File: src/rtl/lt_uint_bitserial_ctrl_pkg.sv
// Shared types and constants for the bit-serial unsigned less-than sequencer.
package lt_uint_pkg;

    typedef enum logic [1:0] {
        IDLE = 2'd0,
        RUN  = 2'd1,
        DONE = 2'd2
    } state_t;

    localparam bit LT_SERIAL_LSB_FIRST = 1'b1;

    function automatic int cnt_width(input int w);
        return $clog2(w + 1);
    endfunction

endpackage

File: src/rtl/lt_uint_bitserial_ctrl_bitcell.sv
// One-bit borrow-compare cell; this is the primitive the compute array evaluates each step.
module lt_serial_bitcell (
    input  logic a,
    input  logic b,
    input  logic borrow_in,
    output logic borrow_out
);

    // Borrow out of (a - b - borrow_in): set when b wins, or ties propagate the old borrow.
    assign borrow_out = (~a & b) | (~(a ^ b) & borrow_in);

endmodule

File: src/rtl/lt_uint_bitserial_ctrl.sv
// Sequencer for unsigned A < B evaluated one bit per cycle, LSB first.
//   state | meaning
//   IDLE  | waiting for an operand pair, in_ready=1
//   RUN   | stepping the borrow cell over WIDTH bits, busy=1
//   DONE  | result held on Y with out_valid=1 until out_ready
module lt_uint_bitserial_ctrl
    import lt_uint_pkg::*;
#(
    parameter int WIDTH = 8
) (
    input  logic             clk,
    input  logic             rst_n,
    input  logic             flush,
    input  logic             in_valid,
    output logic             in_ready,
    input  logic [WIDTH-1:0] A,
    input  logic [WIDTH-1:0] B,
    output logic             out_valid,
    input  logic             out_ready,
    output logic             Y,
    output logic             busy
);

    localparam int               CNT_W    = cnt_width(WIDTH);
    localparam logic [CNT_W-1:0] CNT_LAST = CNT_W'(WIDTH - 1);

    state_t           state;
    logic [WIDTH-1:0] sa;
    logic [WIDTH-1:0] sb;
    logic [CNT_W-1:0] cnt;
    logic             borrow;
    logic             borrow_nxt;
    logic             y_q;
    logic             bit_a;
    logic             bit_b;

    assign bit_a = LT_SERIAL_LSB_FIRST ? sa[0] : sa[WIDTH-1];
    assign bit_b = LT_SERIAL_LSB_FIRST ? sb[0] : sb[WIDTH-1];

    lt_serial_bitcell u_cell (
        .a         (bit_a),
        .b         (bit_b),
        .borrow_in (borrow),
        .borrow_out(borrow_nxt)
    );

    assign in_ready  = (state == IDLE) || ((state == DONE) && out_ready);
    assign out_valid = (state == DONE);
    assign busy      = (state == RUN);
    assign Y         = y_q;

    always_ff @(posedge clk or negedge rst_n) begin
        if (!rst_n) begin
            state  <= IDLE;
            sa     <= '0;
            sb     <= '0;
            cnt    <= '0;
            borrow <= 1'b0;
            y_q    <= 1'b0;
        end else if (flush) begin
            state <= IDLE;
        end else begin
            case (state)
                IDLE: begin
                    if (in_valid) begin
                        sa     <= A;
                        sb     <= B;
                        borrow <= 1'b0;
                        cnt    <= '0;
                        state  <= RUN;
                    end
                end
                RUN: begin
                    borrow <= borrow_nxt;
                    sa     <= sa >> 1;
                    sb     <= sb >> 1;
                    cnt    <= cnt + CNT_W'(1);
                    if (cnt == CNT_LAST) begin
                        y_q   <= borrow_nxt;
                        state <= DONE;
                    end
                end
                DONE: begin
                    // Consumer handshake frees the slot; a waiting pair is taken in the same edge.
                    if (out_ready) begin
                        if (in_valid) begin
                            sa     <= A;
                            sb     <= B;
                            borrow <= 1'b0;
                            cnt    <= '0;
                            state  <= RUN;
                        end else begin
                            state <= IDLE;
                        end
                    end
                end
                default: state <= IDLE;
            endcase
        end
    end

endmodule

File: config.mk
export PLATFORM = sky130hd
export DESIGN_NAME = lt_uint_bitserial_ctrl
export DESIGN_NICKNAME = d
export VERILOG_FILES = /design/src/rtl/lt_uint_bitserial_ctrl_pkg.sv /design/src/rtl/lt_uint_bitserial_ctrl_bitcell.sv /design/src/rtl/lt_uint_bitserial_ctrl.sv
export SDC_FILE = /design/constraint.sdc
export NUM_CORES = 1
export LEC_CHECK = 0
export ABC_CLOCK_PERIOD_IN_PS = 1600
export BUFFER_PORTS_ARGS = -buffer_cell sky130_fd_sc_hd__buf_4
export CAP_MARGIN = 20
export CORE_MARGIN = 3
export CORE_UTILIZATION = 30
export CTS_CLUSTER_SIZE = 30
export DETAILED_ROUTE_END_ITERATION = 6
export GPL_ROUTABILITY_DRIVEN = 1
export PLACE_DENSITY = 0.51
export SLEW_MARGIN = 20
export SYNTH_ARGS = -nofsm -noshare
export SYNTH_HDL_FRONTEND = slang
export SYNTH_SLANG_ARGS = --single-unit
File: constraint.sdc
create_clock -name clk -period 1.6 [get_ports clk]
set_input_delay 0.24 -clock clk [delete_from_list [all_inputs] [get_ports clk]]
set_output_delay 0.24 -clock clk [all_outputs]
set_load 0.02 [all_outputs]
==> impl_metrics.py <==
metrics = {
    "run_status": {
        "status": "completed",
    },
    "critical_path": {
        "crit_slowest_cell": "dfrtp_1",
        "path_buf_inv": 1,
        "critical_path.top_delay_family": "multiplexers",
        "crit_path_cell_trace": "nand2b_2, inv_6, mux2_2, mux2_2",
        "worstSetupPathType": "flop to flop",
        "cp.required_ps": 1750,
        "crit_path_frequent_cell": "mux2_2",
        "end_kind": "flop",
        "worstPathArrival_ps": 1680,
        "critPathMaxStageDelay_ps": 400,
        "critPathLaunchType": "flop",
        "critical_path.max_fanout": 15,
    },
    "placed_design": {
        "place_area_sq_um": 1521,
        "numPortBuffers": 24,
        "gp_congestion": 0.7112,
        "dp_cells": 170,
        "post-dp-hpwl_um": 1719,
    },
    "timing": {
        "slew_violations": 0,
        "fin_crit_ps": 1533,
        "setup_viol": 0,
        "rsz0062_at_grt": "false",
        "max_slew_margin": 0.7691,
        "tightest_slew_ps": 342.7,
        "min_period_over_period": 0.9583,
        "hold_violations": 0,
        "max_freq_ghz": 0.6522,
        "skew_ps": 4.639,
        "fin_setup_tns_ps": 0,
    },
    "power": {
        "power_mw": 1.572,
        "power_switching_uw": 387.6,
        "p_per_area_nw_per_um2": 991.2,
        "swShare": 0.2465,
        "p_leak_nw": 0.7544,
        "max-vdd-ir-drop_mv": 0.3981,
        "combPwrFrac": 0.243,
        "power_frac_clock": 0.258,
        "cellInternalPower_mw": 1.185,
        "seq_power_share": 0.498,
    },
    "synthesis": {
        "synthTopCellsByCount": "24 x dfrtp_1, 16 x mux2_2, 12 x mux2_4",
        "synth-seq-area-share": 0.4642,
        "avgSynthCellArea_sq_um": 13.34,
        "synth_area_sq_um": 1294,
        "synth_area_leaders": "dfrtp_1 46%, mux2_2 14%, mux2_4 14%",
        "yosys.area.top_type": "dfrtp_1",
        "yosys_register_bits": 24,
        "synth-edff-count": 0,
        "ys_types": 29,
        "yosysMostFrequentCell": "dfrtp_1",
        "netlist_instances": 97,
        "async_reset_ff_frac": 1.000,
        "post-synth-top-area-fraction": 0.4642,
        "syn_nets": 120,
        "synth_ff_type": "dfrtp_1",
        "yosys_warnings": 0,
    },
    "detailed_routing": {
        "drc": 0,
        "drtAntennaViolNets": 0,
        "vias": 822,
        "dr.pass1.iters": 3,
        "drtIter0Drc": 15,
        "viasPerCell": 4.697,
        "wl_per_cell_um": 13.46,
        "drt-total-wl_um": 2356,
    },
    "clocking": {
        "clk_pin_slew_ps": 90,
        "cts_buffer_depth": 2,
        "numCtsBuffers": 3,
        "cts_max_level": 1,
        "cts_sinks": 24,
        "clkLatencyLatePin_ps": 260,
        "post-cts-setup-buffer-count": 0,
        "cts_tree": "done",
        "cts-root-buf": "clkbuf_8",
    },
    "global_routing": {
        "grt_max_degree": 25,
        "overflow": 0,
        "grt_pass1_wl_um": 4071,
        "grt_pass1_vias": 869,
        "antenna_found_initial": 0,
        "grt_use_total": 0.09941,
    },
    "floorplan": {
        "die_y_um": 71.67,
        "dieArea_sq_um": 5137,
        "fp-row-count": 23,
        "start_util": 0.3166,
        "die_w_um": 71.67,
        "design.core.area_sq_um": 4086,
        "io_pins": 25,
    },
    "final_layout": {
        "final_cell_area_sq_um": 1587,
        "nets": 149,
        "fillers": 403,
        "area_delta_synth_final_pct": 22.63,
        "post-route-util": 0.3882,
        "antenna_cells": 0,
        "layout.cells.non_filler": 175,
        "drive_above_1_share": 0.4960,
    },
    "flow_run": {
        "drv_cap": 0,
    },
    "worst_hold_path": {
        "hold_path_class": "primary input to flop",
    },
}
[sequential cells by signal, summed over array words and instances, names as in the netlist]
signal,count
borrow,1
cnt,4
state,2
sb,8
Y,1
sa,8
[layout make-up]
class | count | area, sq um | area share
multi-input cells | 62 | 611.8 | 0.3856
flip-flops and latches | 24 | 600.6 | 0.3785
well taps | 50 | 62.56 | 0.03943
inverters | 7 | 31.28 | 0.01972
repair buffers | 28 | 225.2 | 0.1420
clock buffers | 4 | 55.05 | 0.03470
[per-stage QoR]
step	setup slack [ps]	hold WS (ps)
floorplan	59.58	-55.59
global placement	116.2	162.3
detailed placement	70.24	163.3
CTS	58.99	144.2
global route	7.127	145.4
finish	66.65	156.1
[what timing repair did]
action                                 in CTS  in global routing
resized for setup                           0                  0
endpoints found under the hold margin      24                  0
hold buffers                                1                  0
[power by group through the flow]
stage          logic (mW)  clock network (mW)  registers [mW]
5_1_grt             0.422               0.459           0.800
3_5_place_dp        0.387                   0           0.797
2_1_floorplan       0.296                   0           0.778
4_1_cts             0.392               0.432           0.785
6_report            0.383               0.406           0.784
3_3_place_gp        0.381                   0           0.793
[final timing paths]
kind / slack (ps) / to / depth (start not counted) / from
worst min register to register: 510 / sb[3]$_DFFE_PN0P_ / 1 / sb[3]$_DFFE_PN0P_
worst min-delay path: 160 / state[0]$_DFFE_PN0P_ / 2 / flush
min in group asynchronous: 400 / sa[6]$_DFFE_PN0P_ / 2 / rst_n
worst max-delay path: 70 / sb[5]$_DFFE_PN0P_ / 4 / state[1]$_DFFE_PN0P_
max in group asynchronous: 950 / sb[6]$_DFFE_PN0P_ / 2 / rst_n
worst max register to register: 70 / sb[5]$_DFFE_PN0P_ / 4 / state[1]$_DFFE_PN0P_
[layer usage]
layer,routed length [um],share of wire,GRT usage,vias up
li1,-,-,-,405
met1,1113,0.47,0.1291,404
met2,1140,0.48,0.1643,11
met3,92,0.039,0.02244,2
met4,10,0.0042,0.03132,0
met5,0,0,0,-
[cells in the final DEF (no fill, tap or decap)]
cell,count
a21o_1,2
a21oi_1,1
a22o_1,2
a32o_1,1
and3_1,1
buf_12,1
buf_4,26
clkbuf_8,4
dfrtp_1,24
dlygate4sd3_1,1
ha_1,2
inv_1,6
inv_6,1
mux2_2,16
mux2_4,12
mux2i_1,4
nand2_1,3
nand2b_2,1
nand3b_1,1
nor2_1,3
nor2b_1,2
nor3_1,1
nor3b_1,1
o2111ai_1,1
o211ai_1,2
o21a_1,2
o21ai_0,1
o21ba_2,1
o221ai_1,1
or3_1,1
[worst reg2reg max path, delay by kind of cell, from the launching register on]
kind,cells,cell delay (ps)
muxes,2,620
and+or+nand+nor,1,240
buffers and inverters,1,170
DFF,1,400
[cells by family (layout without fill, tap and decap cells)]
kind of cell | Yosys count | count (layout) | share of synthesized area
AOI/OAI and AO/OA | 14 | 14 | 0.08509
buffers and inverters | 11 | 39 | 0.06286
muxes | 32 | 32 | 0.3095
DFF | 24 | 24 | 0.4642
adders and majority gates | 2 | 2 | 0.01934
and+or+nand+nor | 14 | 14 | 0.05900
(Power assumes the default switching activity.)
